**config.mk**
```make
export PLATFORM = sky130hd
export DESIGN_NAME = counter5x3_popcount_seq
export DESIGN_NICKNAME = d
export VERILOG_FILES = /design/src/rtl/counter5x3_popcount_seq_pkg.sv /design/src/rtl/counter5x3_popcount_seq_cmp5x3.sv /design/src/rtl/counter5x3_popcount_seq.sv
export SDC_FILE = /design/constraint.sdc
export NUM_CORES = 1
export LEC_CHECK = 0
export ABC_CLOCK_PERIOD_IN_PS = 2600
export CAP_MARGIN = 20
export CELL_PAD_IN_SITES_DETAIL_PLACEMENT = 1
export CELL_PAD_IN_SITES_GLOBAL_PLACEMENT = 2
export CORE_AREA = 10 10 109 111
export CTS_CLUSTER_DIAMETER = 120
export DETAILED_ROUTE_END_ITERATION = 10
export DIE_AREA = 0 0 119 121
export PLACE_DENSITY = 0.8
export SLEW_MARGIN = 40
export SYNTH_ARGS = -nofsm -noshare
export SYNTH_HDL_FRONTEND = slang
export SYNTH_SLANG_ARGS = --single-unit
```
**constraint.sdc**
```tcl
create_clock -name clk -period 2.6 [get_ports clk]
set_clock_uncertainty 0.15 [all_clocks]
set_input_delay 0.39 -clock clk [delete_from_list [all_inputs] [get_ports clk]]
set_output_delay 0.39 -clock clk [all_outputs]
set_load 0.02 [all_outputs]
```
**src/rtl/counter5x3_popcount_seq_pkg.sv**
```systemverilog
// Shared types for the slice-serial popcount block.
// State encoding and default word width.
package counter5x3_popcount_seq_pkg;

  localparam int W_DEFAULT = 40;

  typedef enum logic [1:0] {
    IDLE,
    RUN,
    DONE
  } state_e;

endpackage

```
**src/rtl/counter5x3_popcount_seq_cmp5x3.sv**
```systemverilog
// 5:3 counter: two full adders plus a carry merge.
// Output is the number of set inputs, 0..5.
module cmp5x3 (
  input  logic [4:0] bits,
  output logic [2:0] cnt
);

  logic s1, c1, s2, c2;

  always_comb begin
    s1 = bits[0] ^ bits[1] ^ bits[2];
    c1 = (bits[0] & bits[1])
       | (bits[0] & bits[2])
       | (bits[1] & bits[2]);
    s2 = s1 ^ bits[3] ^ bits[4];
    c2 = (s1 & bits[3])
       | (s1 & bits[4])
       | (bits[3] & bits[4]);
    // both carries weigh 2; their sum spans 0..4
    cnt = {c1 & c2, c1 ^ c2, s2};
  end

endmodule

```
**src/rtl/counter5x3_popcount_seq.sv**
```systemverilog
// Serial popcount, one 5-bit slice per cycle through a shared 5:3 counter.
// POPSEQ_EARLY_EXIT_EN: finish as soon as the remaining slices are all zero.
module counter5x3_popcount_seq
  import counter5x3_popcount_seq_pkg::*;
#(
  parameter int W = W_DEFAULT
) (
  input  logic                   clk,
  input  logic                   rst_n,
  input  logic                   in_valid,
  output logic                   in_ready,
  input  logic [W-1:0]           in_data,
  output logic                   out_valid,
  input  logic                   out_ready,
  output logic [$clog2(W+1)-1:0] out_count,
  output logic                   busy
);

  localparam int NS = W / 5;
  localparam int CW = $clog2(W + 1);
  localparam int IW = (NS > 1) ? $clog2(NS) : 1;
  localparam logic [IW-1:0] LAST = IW'(NS - 1);

  state_e state, state_n;

  logic [W-1:0]  sreg;
  logic [CW-1:0] acc;
  logic [CW-1:0] sum;
  logic [IW-1:0] idx;
  logic [2:0]    cnt;
  logic          last;
  logic          exit_now;
  logic          load;
  logic          step;
  logic          finish;

  cmp5x3 u_cmp (
    .bits (sreg[4:0]),
    .cnt  (cnt)
  );

  assign sum  = acc + CW'(cnt);
  assign last = (idx == LAST);

`ifdef POPSEQ_EARLY_EXIT_EN
  assign exit_now = last || ((sreg >> 5) == '0);
`else
  assign exit_now = last;
`endif

  always_ff @(posedge clk or negedge rst_n) begin
    if (!rst_n) begin
      state <= IDLE;
    end else begin
      state <= state_n;
    end
  end

  always_comb begin
    state_n = state;
    load    = 1'b0;
    step    = 1'b0;
    finish  = 1'b0;
    unique case (state)
      IDLE: begin
        if (in_valid) begin
          load    = 1'b1;
          state_n = RUN;
        end
      end
      RUN: begin
        step = 1'b1;
        if (exit_now) begin
          finish  = 1'b1;
          state_n = DONE;
        end
      end
      DONE: begin
        if (out_ready) begin
          state_n = IDLE;
        end
      end
      default: state_n = IDLE;
    endcase
  end

  always_ff @(posedge clk or negedge rst_n) begin
    if (!rst_n) begin
      sreg      <= '0;
      acc       <= '0;
      idx       <= '0;
      out_count <= '0;
    end else begin
      if (load) begin
        sreg <= in_data;
        acc  <= '0;
        idx  <= '0;
      end else if (step) begin
        sreg <= sreg >> 5;
        acc  <= sum;
        // hold on the final slice so the index never wraps
        if (!last) begin
          idx <= idx + IW'(1);
        end
      end
      if (finish) begin
        out_count <= sum;
      end
    end
  end

  assign in_ready  = (state == IDLE);
  assign out_valid = (state == DONE);
  assign busy      = (state != IDLE);

endmodule

```
---- Word level (Yosys, flattened, before mapping) ----
Cells that the tools add are included.
storage, ports and cells
  output and inout bits ................... 9
  flip-flop bits (word level) ............. 57
  input bits .............................. 44
  word-level logic and storage cells ...... 51
cells by class
  reductions and logical operators ........ 5
  multiplexer cells ....................... 16
  add/subtract/negate cells ............... 2
  equality and inequality tests ........... 7
  bitwise logic cells ..................... 16
operator list
  kind                                           count
  2-to-1 mux 40 bit                              2
  2-to-1 mux 6 bit                               2
  2-to-1 mux 3 bit                               3
  bitwise AND 1 bit                              7
  adder 6 x 3 -> 6 bit                           1
  2-to-1 mux 2 bit                               3
  case mux 2 bit (3 select lines)                1
  2-to-1 mux 1 bit                               5
  bitwise XOR 1 bit                              5
  != test 2 x 1 -> 1 bit, second input constant  2
  != test 2 bit, second input constant           2
  bitwise OR 1 bit                               4
  nonzero test 2 bit                             2
  adder 3 x 1 -> 3 bit, second input constant    1
  == test 3 bit, second input constant           1
  AND reduction 3 bit                            1
  == test 2 x 1 -> 1 bit, second input constant  1
  == test 2 bit, second input constant           1
  zero test 2 bit                                1
  AND reduction 2 bit                            1

---- Logic depth before layout (Yosys ltp) ----
Gate-level depths: netlist (run 1).
  depth in word-level cells ............... 9
  mapped depth ............................ 9
  mapped depth without buffers ............ 9

---- Cells and area by module ----
Synthesis (run 1) repeated with hierarchy kept, for this count alone.
unflattened totals
  cells, all modules ...................... 259
  area total of the unflattened synthesis .. 2577.5 sq um
by module, submodules not included
  module                   sequential area each (sq um)  area each (sq um)  instances  cells an instance
  counter5x3_popcount_seq  1426.4                        2517.4             1          255
  cmp5x3                   0.0                           60.1               1          4

---- Worst setup path before layout (run 1) ----
No wires, ideal clock.
  path kind ............................... reg-to-reg
  start ................................... register sreg[0]
  end ..................................... register acc[5]
  data required time ...................... 2.315 ns
  path buffers ............................ 0
  stages on the path, launching flop included .. 10
  period minus slack after synthesis ...... 2.812 ns
  arrival time ............................ 2.528 ns
  setup slack ............................. -0.212 ns
  cells stage by stage .................... dfrtp_1 -> inv_1 -> fa_1 -> fa_1 -> inv_1 -> ha_1 -> ha_1 -> a211oi_1 -> or4_1 -> o211ai_1
between the ends
  longest elaborated chain between the ends .. 9
  elaborated cells between the ends (all ways) .. 17
RTL lines
  item                                                    RTL line                                                                    RTL
  start, declared                                         counter5x3_popcount_seq.sv:26                                               logic [W-1:0] sreg;
  start signal, assigned                                  counter5x3_popcount_seq.sv:95                                               sreg <= in_data;
  start signal, assigned                                  counter5x3_popcount_seq.sv:99                                               sreg <= sreg >> 5;
  bitwise XOR 1 bit (2 in a row)                          counter5x3_popcount_seq_cmp5x3.sv:11                                        s1 = bits[0] ^ bits[1] ^ bits[2];
  bitwise AND 1 bit, on equally long branches             counter5x3_popcount_seq_cmp5x3.sv:16, counter5x3_popcount_seq_cmp5x3.sv:17
  bitwise OR 1 bit                                        counter5x3_popcount_seq_cmp5x3.sv:17                                        | (s1 & bits[4])
  bitwise OR 1 bit                                        counter5x3_popcount_seq_cmp5x3.sv:18                                        | (bits[3] & bits[4]);
  bitwise XOR 1 bit or bitwise AND 1 bit (tied branches)  counter5x3_popcount_seq_cmp5x3.sv:20                                        cnt = {c1 & c2, c1 ^ c2, s2};
  adder 6 x 3 -> 6 bit *                                  counter5x3_popcount_seq.sv:42                                               assign sum = acc + CW'(cnt);
  2-to-1 mux 6 bit *                                      counter5x3_popcount_seq.sv:98                                               end else if (step) begin
  2-to-1 mux 6 bit *                                      counter5x3_popcount_seq.sv:94                                               if (load) begin
  end signal, assigned                                    counter5x3_popcount_seq.sv:100                                              acc <= sum;
  end, declared                                           counter5x3_popcount_seq.sv:27                                               logic [CW-1:0] acc;
Mark *: on every way between the ends. The rest lies on a longest branch, timed or not. The select of a mux whose other input is x is not followed.
A chain may end at the register's enable or synchronous reset.

---- Final worst setup path (run 1) ----
  start ................................... register sreg[1]
  end ..................................... register acc[4]
The elaborated chain is that of the path after synthesis.

==> run_results.csv, run 1 <==
group,metric,value,unit
run_status,status,"finished with violations",
run_status,violations,"hold timing, setup timing",
logic_synthesis,postSynthAreaPerCell,9.74,um2
worst_setup_path,reg2reg_to,"acc[4]",
global_route,top_usage_layer,"met2",
timing,fmaxAchievable,0.367,GHz
finish,final_common_cell,"nand2_1",
global_route,grt_pass1_vias,2495,
timing,hold-worst-slack,-0.0328,ns
cts,clk_latency,0.33,ns
worst_setup_path,path_class,"reg2reg",
cts,cts_hold_buf,0,
placed_design,dp_hpwl,5210,um
placed_design,placedInstanceArea,3400,um2
placed_design,io_buffers,52,
pwr,leakage,1.67,nW
die,die_h,121,um
logic_synthesis,synth_top_cell_by_area,"dfrtp_1",
timing,worst_pin_slew,0.538,ns
logic_synthesis,yosys.area_share.simple,0.184,
finish,final_net_count,383,
worst_setup_path,start_kind,"flip-flop",
timing,min_period,2.73,ns
pwr,power_density,1250,nW/um2
logic_synthesis,synth-xor-area-share,0.00664,
finish,antenna-diode-count,0,
logic_synthesis,synth_top_area_share,0.541,
logic_synthesis,seq_area_frac_synth,0.541,
timing,setup_ws,-0.128,ns
drt,drtIter0Drc,66,
finish,drive_above_1_share,0.158,
logic_synthesis,synth-async-reset-ratio,1.00,
global_route,antenna_found_initial,0,
drt,num_vias,2196,
worst_setup_path,cp_max_fo,2,
drt,routed_wl,7490,um
logic_synthesis,synth_compound_area_frac,0.165,
drt,drc,0,
cts,cts.sinks,57,
global_route,grt_pass1_wl,12600,um
logic_synthesis,synthCells,271,
logic_synthesis,synth.cell_area,2640,um2
die,initial_core_util,0.274,
logic_synthesis,synth_mux_area_frac,0.00853,
die,rows,36,
logic_synthesis,ys_seq_elements,57,
die,fp.dieW,119,um
global_route,use_met2,0.175,
worst_setup_path,crit_arrival,2.78,ns
global_route,grt_util_met1,0.132,
drt,dr.pass1.iters,4,
worst_setup_path,r2r.worst_path.cells,9,
cts,cts_tree,"yes",
cts,cts_buffers,9,
timing,rsz0062_at_grt,"true",
worst_setup_path,r2r_setup_slack,-0.13,ns
logic_synthesis,synth_edf_count,0,
worst_hold_path,hold_class,"in2async",
finish,fillers,1126,
logic_synthesis,yosysUniqueCellTypes,31,
cts,clk_path_buf_depth,2,
timing,maxSlewHeadroom,0.641,
die,dieArea,14400,um2
logic_synthesis,synth_top_family_by_area,"simple AND/OR/NAND/NOR gates",
global_route,grt_max_degree,58,
logic_synthesis,synth.net_count,324,
drt,ant_nets,0,
logic_synthesis,ys_warn_count,0,
pwr,power.total,4.55,mW
global_route,grt-ovfl-total,0,
pwr,ir_drop,0.365,mV
logic_synthesis,synth_area_leaders,"dfrtp_1 (54%), nand2_1 (13%), a22oi_1 (10%)",
finish,final_cell_mix,"nand2_1 (94), dfrtp_1 (57), clkdlybuf4s50_1 (51), a22oi_1 (35)",
logic_synthesis,synthAdderAreaFrac,0.0512,
drt,wire_per_inst,16.0,um
cts,root_buffer,"clkbuf_8",
cts,htreeDepth,3,
worst_setup_path,crit-reg2reg-launch,"sreg[1]",
drt,via_per_inst,4.69,
logic_synthesis,synth_flop_cell,"dfrtp_1",
timing,maxSlewViolCount,0,
placed_design,globalplace.congestion,0.764,
finish,final_area,3650,um2
finish,area_growth,38.3,%
worst_setup_path,worstPathRequired,2.66,ns
global_route,met3_usage,0.0312,
timing,min_period_over_period,1.05,
cts,clk_pin_slew,0.07,ns
flow_run,cap_violations,0,
worst_setup_path,crit_path_end_kind,"flip-flop",
global_route,grt_util_all_layers,0.107,
die,ioPinCount,53,
timing,setup_viol,7,
die,core_area,9640,um2
timing,hold_viol_final,57,
per-layer routing:
| layer | wire length [um] | vias up |
|---|---|---|
| li1 | - | 1043 |
| met1 | 3430 | 1111 |
| met2 | 3750 | 38 |
| met3 | 267 | 4 |
| met4 | 36 | 0 |
| met5 | 0 | - |
worst max-delay path, cell delays in order (launching register included):
cell and delay, ns:
dfrtp_1 0.40, inv_2 0.07, fa_1 0.43, fa_2 0.54
inv_2 0.05, ha_4 0.16, fa_2 0.34, a21o_1 0.19
a32oi_2 0.19, o22ai_1 0.10
cells in the mapped netlist, types with 2 or more instances:
library cell and number:
a21oi_1 2, a22oi_1 35, buf_2 9, clkbuf_1 6
dfrtp_1 57, fa_1 3, ha_1 6, inv_1 10
mux2_2 2, nand2_1 94, nand2b_1 2, nand3_1 3
nor2_1 2, nor2b_1 3, o2111ai_1 2, o211ai_1 3
o21ai_0 13, o22ai_1 2, or2_2 2, or4_1 3
xnor2_1 2
through the flow:
step	utilization	TNS [ns]	instances	setup slack, ns
after floorplan	-	-0.0263	271	-0.0166
after global placement	0.352	-0.322	449	-0.0740
after detailed placement	0.352	-1.10	449	-0.197
after CTS	0.377	-0.760	468	-0.149
after global routing	0.379	-1.48	468	-0.243
final	0.379	-0.582	468	-0.128
repair_timing:
action | 4_1_cts | 5_1_grt
setup endpoints to repair | 9 | 10
setup buffers | 3 | 0
pin swaps | 7 | 5
gates resized for setup | 10 | 3
how the worst max path moves through the flow:
stage                   end  cells after the start    start
3_5_place_dp   out_count[4]                      9  sreg[0]
5_1_grt        out_count[3]                     10  sreg[2]
6_report             acc[4]                      9  sreg[1]
3_3_place_gp   out_count[3]                     10  sreg[0]
2_1_floorplan        acc[5]                      9  sreg[0]
4_1_cts              acc[4]                      9  sreg[2]
power breakdown:
part	switching, mW	internal [mW]	total, mW
Clock	0.365	0.462	0.827
Combinational	1.18	1.06	2.23
Sequential	0.247	1.24	1.49
Total	1.79	2.76	4.55
flip-flops by register name, indices dropped and copies added, names as in the netlist:
signal     cells
out_count      6
sreg          40
state          2
idx            3
acc            6
cell type report:
class	instances	area (um2)	area share
tap	133	166	0.0456
multi-input combinational	188	1190	0.326
timing repair buffer	64	634	0.174
inverter	10	37.5	0.0103
clock buffer	10	138	0.0377
sequential	57	1430	0.391
clock inverter	6	57.6	0.0158
kinds of logic after synthesis:
group	Yosys count
flip-flops	57
multiplexers	2
buffers and inverters	26
AND/OR/NAND/NOR	113
adder cells (fa/ha/maj)	9
XOR/XNOR	2
AO/OA/AOI/OAI	62
(Power assumes the default switching activity.)
==> inputs of run 2 (changes only) <==
--- a/config.mk
+++ b/config.mk
@@ -5,7 +5,6 @@
 export SDC_FILE = /design/constraint.sdc
 export NUM_CORES = 1
 export LEC_CHECK = 0
-export ABC_CLOCK_PERIOD_IN_PS = 2600
 export CAP_MARGIN = 20
 export CELL_PAD_IN_SITES_DETAIL_PLACEMENT = 1
 export CELL_PAD_IN_SITES_GLOBAL_PLACEMENT = 2
@@ -13,6 +12,8 @@
 export CTS_CLUSTER_DIAMETER = 120
 export DETAILED_ROUTE_END_ITERATION = 10
 export DIE_AREA = 0 0 119 121
+export GPL_ROUTABILITY_DRIVEN = 0
+export GPL_TIMING_DRIVEN = 0
 export PLACE_DENSITY = 0.8
 export SLEW_MARGIN = 40
 export SYNTH_ARGS = -nofsm -noshare
==> run_results.csv, run 2 (synthesis gave the netlist of run 1 again) <==
group,metric,value,unit
run_status,status,"finished with violations",
run_status,violations,"setup timing",
worst_setup_path,path_cells,"inv_2, fa_1, fa_1, inv_2, ha_4, fa_2, a21o_1, a32oi_2, o22ai_1",
timing,min_period_over_period,1.07,
worst_setup_path,reg2reg_to,"acc[4]",
worst_setup_path,crit-reg2reg-launch,"sreg[0]",
worst_setup_path,max_stage_delay,0.53,ns
global_route,antenna_found_initial,0,
die,ioPinCount,53,
worst_setup_path,r2r.worst_path.cells,9,
drt,drtIter0Drc,75,
timing,fin_tns_setup,-1.08,ns
timing,worst_pin_slew,0.578,ns
finish,final_common_cell,"nand2_1",
drt,wire_per_inst,15.5,um
timing,maxSlewViolCount,0,
placed_design,dpl_worst_slack,-0.243,ns
global_route,grt_pass1_vias,2503,
die,initial_core_util,0.274,
die,die_h,121,um
worst_setup_path,endpoint,"acc[4]",
finish,regMostFlops,"sreg",
drt,via_per_inst,4.65,
placed_design,dp_hpwl,5510,um
worst_setup_path,start_kind,"flip-flop",
timing,maxSlewHeadroom,0.613,
finish,fillers,1140,
finish,final_cell_mix,"nand2_1 (94), dfrtp_1 (57), clkdlybuf4s50_1 (51), a22oi_1 (35)",
cts,root_buffer,"clkbuf_8",
worst_setup_path,cp-startpoint,"sreg[0]",
worst_setup_path,r2r_setup_slack,-0.18,ns
global_route,grt_max_degree,40,
global_route,grt-ovfl-total,0,
timing,min_period,2.78,ns
cts,clk_path_buf_depth,2,
worst_setup_path,worstPathRequired,2.66,ns
drt,ant_nets,0,
placed_design,io_buffers,52,
cts,cts_tree,"yes",
finish,final_net_count,392,
worst_setup_path,path_class,"reg2reg",
pwr,ir_drop,0.344,mV
finish,area_growth,39.3,%
timing,fmaxAchievable,0.360,GHz
flow_run,cap_violations,0,
timing,setup_viol,9,
finish,drive_above_1_share,0.145,
finish,top_regs,"sreg (40), acc (6), out_count (6)",
global_route,grt_pass1_wl,12500,um
die,core_area,9640,um2
drt,drc,0,
pwr,power_density,1260,nW/um2
finish,largest_reg_flops,40,
global_route,grt_util_all_layers,0.107,
drt,routed_wl,7400,um
timing,setup_ws,-0.176,ns
timing,hold-worst-slack,0.321,ns
worst_hold_path,hold_class,"in2async",
die,dieArea,14400,um2
die,rows,36,
worst_setup_path,crit_arrival,2.84,ns
die,fp.dieW,119,um
pwr,power.total,4.64,mW
worst_setup_path,cp_max_fo,3,
cts,htreeDepth,3,
cts,cts.sinks,57,
worst_setup_path,crit_path_end_kind,"flip-flop",
timing,hold_viol_final,0,
pwr,leakage,1.69,nW
drt,dr.pass1.iters,4,
timing,rsz0062_at_grt,"true",
worst_setup_path,cp_slowest_cell,"fa_1",
cts,cts_buffers,9,
drt,num_vias,2218,
cts,clk_latency,0.34,ns
cts,clk_pin_slew,0.07,ns
finish,antenna-diode-count,0,
## run 2: report_power, final
group | switching [mW] | internal, mW
registers | 0.218 | 1.24
clock network | 0.374 | 0.534
logic | 1.20 | 1.07
total | 1.79 | 2.85
## run 2: how the worst min path moves through the flow
| stage | to | from | slack, ns | cells after the start |
|---|---|---|---|---|
| after global routing | sreg[39] | rst_n | 0.36 | 2 |
| after CTS | sreg[23] | rst_n | 0.32 | 2 |
| after floorplan | acc[0] | rst_n | -0.06 | 0 |
| after detailed placement | sreg[39] | rst_n | 0.15 | 1 |
| after global placement | sreg[2] | sreg[2] | 0.31 | 2 |
| final | sreg[23] | rst_n | 0.32 | 2 |
## run 2: cell type report
cell class | instances | area [um2] | area share
clock buffer | 10 | 128 | 0.0347
inverter | 10 | 37.5 | 0.0102
sequential | 57 | 1430 | 0.388
buffer | 16 | 78.8 | 0.0214
multi-input combinational | 188 | 1180 | 0.322
clock inverter | 6 | 82.6 | 0.0225
timing repair buffer | 57 | 574 | 0.156
tap | 133 | 166 | 0.0453
## run 2: through the flow
stage               area, um2  utilization  instances
floorplan                2690            -        271
global placement         3380        0.350        456
detailed placement       3400        0.352        457
CTS                      3640        0.377        476
global route             3680        0.381        477
finish                   3680        0.381        477
## run 2: critical path, delay by kind of cell (launching register included)
family          cells  cell delay (ns)
fa+ha+maj           4             1.55
buf+inv             2             0.10
compound gates      3             0.50
flops               1             0.36
## run 2: timing repair
| item | 4_1_cts | 5_1_grt |
|---|---|---|
| resized for setup | 5 | 8 |
| setup endpoints to repair | 10 | 10 |
| hold endpoints to repair | 18 | 0 |
| pin swaps | 4 | 3 |
| hold buffers | 1 | 0 |
| setup buffers | 2 | 1 |
## run 2: layer usage
layer	share of wire	track usage	vias up
met1	0.47	0.133	1105
met3	0.032	0.0293	11
met4	0.016	0.0435	0
li1	-	-	1063
met5	0	0	-
met2	0.48	0.174	39
==> inputs of run 3 (changes only) <==
--- a/config.mk
+++ b/config.mk
@@ -9,7 +9,7 @@
 export CELL_PAD_IN_SITES_DETAIL_PLACEMENT = 1
 export CELL_PAD_IN_SITES_GLOBAL_PLACEMENT = 2
 export CORE_AREA = 10 10 109 111
-export CTS_CLUSTER_DIAMETER = 120
+export CTS_CLUSTER_DIAMETER = 60
 export DETAILED_ROUTE_END_ITERATION = 10
 export DIE_AREA = 0 0 119 121
 export GPL_ROUTABILITY_DRIVEN = 0
@@ -19,3 +19,4 @@
 export SYNTH_ARGS = -nofsm -noshare
 export SYNTH_HDL_FRONTEND = slang
 export SYNTH_SLANG_ARGS = --single-unit
+export TNS_END_PERCENT = 1
==> run_results.csv, run 3 (synthesis gave the netlist of run 1 again) <==
group,metric,value,unit
finish,area_growth,37.4,%
cts,clk_path_buf_depth,2,
die,dieArea,14400,um2
timing,hold-worst-slack,0.331,ns
finish,final_net_count,389,
worst_setup_path,path_buf_inv,2,
finish,final_cell_mix,"nand2_1 (94), dfrtp_1 (57), clkdlybuf4s50_1 (51), a22oi_1 (35), o21ai_0 (12)",
worst_setup_path,worstPathRequired,2.66,ns
timing,setup_viol,9,
worst_setup_path,cp_slowest_cell,"fa_1",
worst_setup_path,path_class,"reg2reg",
worst_hold_path,hold_class,"reg2reg",
pwr,power_density,1230,nW/um2
drt,ant_nets,0,
cts,cts.sinks,57,
finish,regMostFlops,"sreg",
die,initial_core_util,0.274,
timing,maxSlewViolCount,0,
drt,wire_per_inst,15.7,um
drt,drc,0,
finish,antenna-diode-count,0,
finish,final_common_cell,"nand2_1",
die,core_area,9640,um2
timing,setup_ws,-0.180,ns
pwr,p_seq_frac,0.328,
worst_setup_path,cp_top_family,"adder cells",
finish,largest_reg_flops,40,
timing,fmaxAchievable,0.360,GHz
worst_hold_path,min_path_cells,2,
worst_setup_path,cp_max_fo,3,
global_route,grt_util_all_layers,0.106,
cts,root_buffer,"clkbuf_8",
die,die_h,121,um
global_route,top_usage_layer,"met2",
pwr,switching_share,0.391,
pwr,p_clk_frac,0.203,
worst_setup_path,crit_arrival,2.84,ns
run_status,status,"finished with violations",
global_route,met3_usage,0.0284,
timing,rsz0062_at_grt,"true",
pwr,power.total,4.46,mW
cts,cts_buffers,9,
cts,postCtsSetupBuffers,0,
cts,clk_latency,0.34,ns
placed_design,io_buffers,52,
timing,worst_pin_slew,0.631,ns
global_route,grt_util_met1,0.132,
placed_design,dp_hpwl,5510,um
timing,hold_viol_final,0,
worst_setup_path,max_stage_delay,0.53,ns
global_route,antenna_found_initial,0,
global_route,grt_max_degree,30,
drt,num_vias,2165,
pwr,ir_drop,0.426,mV
flow_run,cap_violations,0,
cts,clk_pin_slew,0.06,ns
global_route,grt_pass1_wl,12400,um
global_route,grt_pass1_vias,2452,
timing,maxSlewHeadroom,0.578,
worst_setup_path,r2r.worst_path.cells,9,
drt,routed_wl,7440,um
drt,drtIter0Drc,111,
pwr,combPwrFrac,0.469,
pwr,internal_power,2.71,mW
cts,htreeDepth,3,
die,ioPinCount,53,
worst_setup_path,path_cells,"inv_2, fa_1, fa_1, inv_2, ha_4, fa_2, a21o_1, a32oi_2, o22ai_1",
worst_setup_path,start_kind,"flip-flop",
cts,cts_tree,"yes",
pwr,leakage,1.67,nW
worst_setup_path,crit_path_end_kind,"flip-flop",
drt,dr.pass1.iters,5,
pwr,switchingPower,1.75,mW
die,rows,36,
worst_setup_path,r2r_setup_slack,-0.18,ns
timing,min_period_over_period,1.07,
worst_setup_path,crit_cells,9,
finish,drive_above_1_share,0.132,
global_route,use_met2,0.172,
run_status,violations,"setup timing",
die,fp.dieW,119,um
global_route,grt-ovfl-total,0,
drt,via_per_inst,4.57,
finish,top_regs,"sreg (40), acc (6), out_count (6)",
timing,min_period,2.78,ns
==> run 3: worst reg2reg max path: cells and delay by family, from the launching register on <==
kind	cells	cell delay [ns]
flops	1	0.36
compound gates	3	0.48
buf+inv	2	0.11
fa+ha+maj	4	1.57
==> run 3: power groups by stage <==
stage	registers [mW]	clock network, mW	logic, mW
floorplan	1.46	0	1.40
global placement	1.46	0	2.01
detailed placement	1.47	0	2.09
CTS	1.46	0.936	2.13
global route	1.50	0.977	2.39
finish	1.46	0.906	2.09
==> run 3: metrics by stage <==
| stage | util | cell area (um2) | TNS (ns) | setup slack [ns] | instances |
|---|---|---|---|---|---|
| 2_1_floorplan | - | 2690 | -0.0263 | -0.0166 | 271 |
| 5_1_grt | 0.376 | 3630 | -2.15 | -0.317 | 474 |
| 4_1_cts | 0.376 | 3620 | -0.999 | -0.188 | 474 |
| 6_report | 0.376 | 3630 | -0.867 | -0.180 | 474 |
| 3_3_place_gp | 0.350 | 3380 | -57.15 | -0.992 | 456 |
| 3_5_place_dp | 0.352 | 3400 | -1.18 | -0.238 | 457 |
==> run 3: repair_timing <==
action / CTS / global route
setup endpoints to repair: 10 / 10
pin swaps: 2 / 0
endpoints found under the hold margin: 28 / 0
hold buffers: 1 / 0
gates resized for setup: 4 / 2
==> run 3: path summary, 6_finish.rpt <==
| kind | startpoint | to |
|---|---|---|
| max | sreg[0] | acc[4] |
| min | out_count[3] | out_count[3] |
| max reg2reg | sreg[0] | acc[4] |
| min reg2reg | out_count[3] | out_count[3] |
| max in group asynchronous | rst_n | sreg[3] |
| min in group asynchronous | rst_n | sreg[38] |
==> run 3: layout make-up <==
cell class	count	area (um2)
Clock buffer	10	128
Buffer	16	78.8
Tap cell	133	166
Timing Repair Buffer	54	548
Sequential cell	57	1430
Inverter	10	37.5
Fill cell	1124	6010
Clock inverter	6	82.6
Multi-Input combinational cell	188	1160
==> run 3: routing by layer <==
metal	vias up	part of all wire	wire length [um]
met3	10	0.032	241
li1	1056	-	-
met2	47	0.48	3590
met5	-	0	0
met1	1052	0.47	3500
met4	0	0.015	111
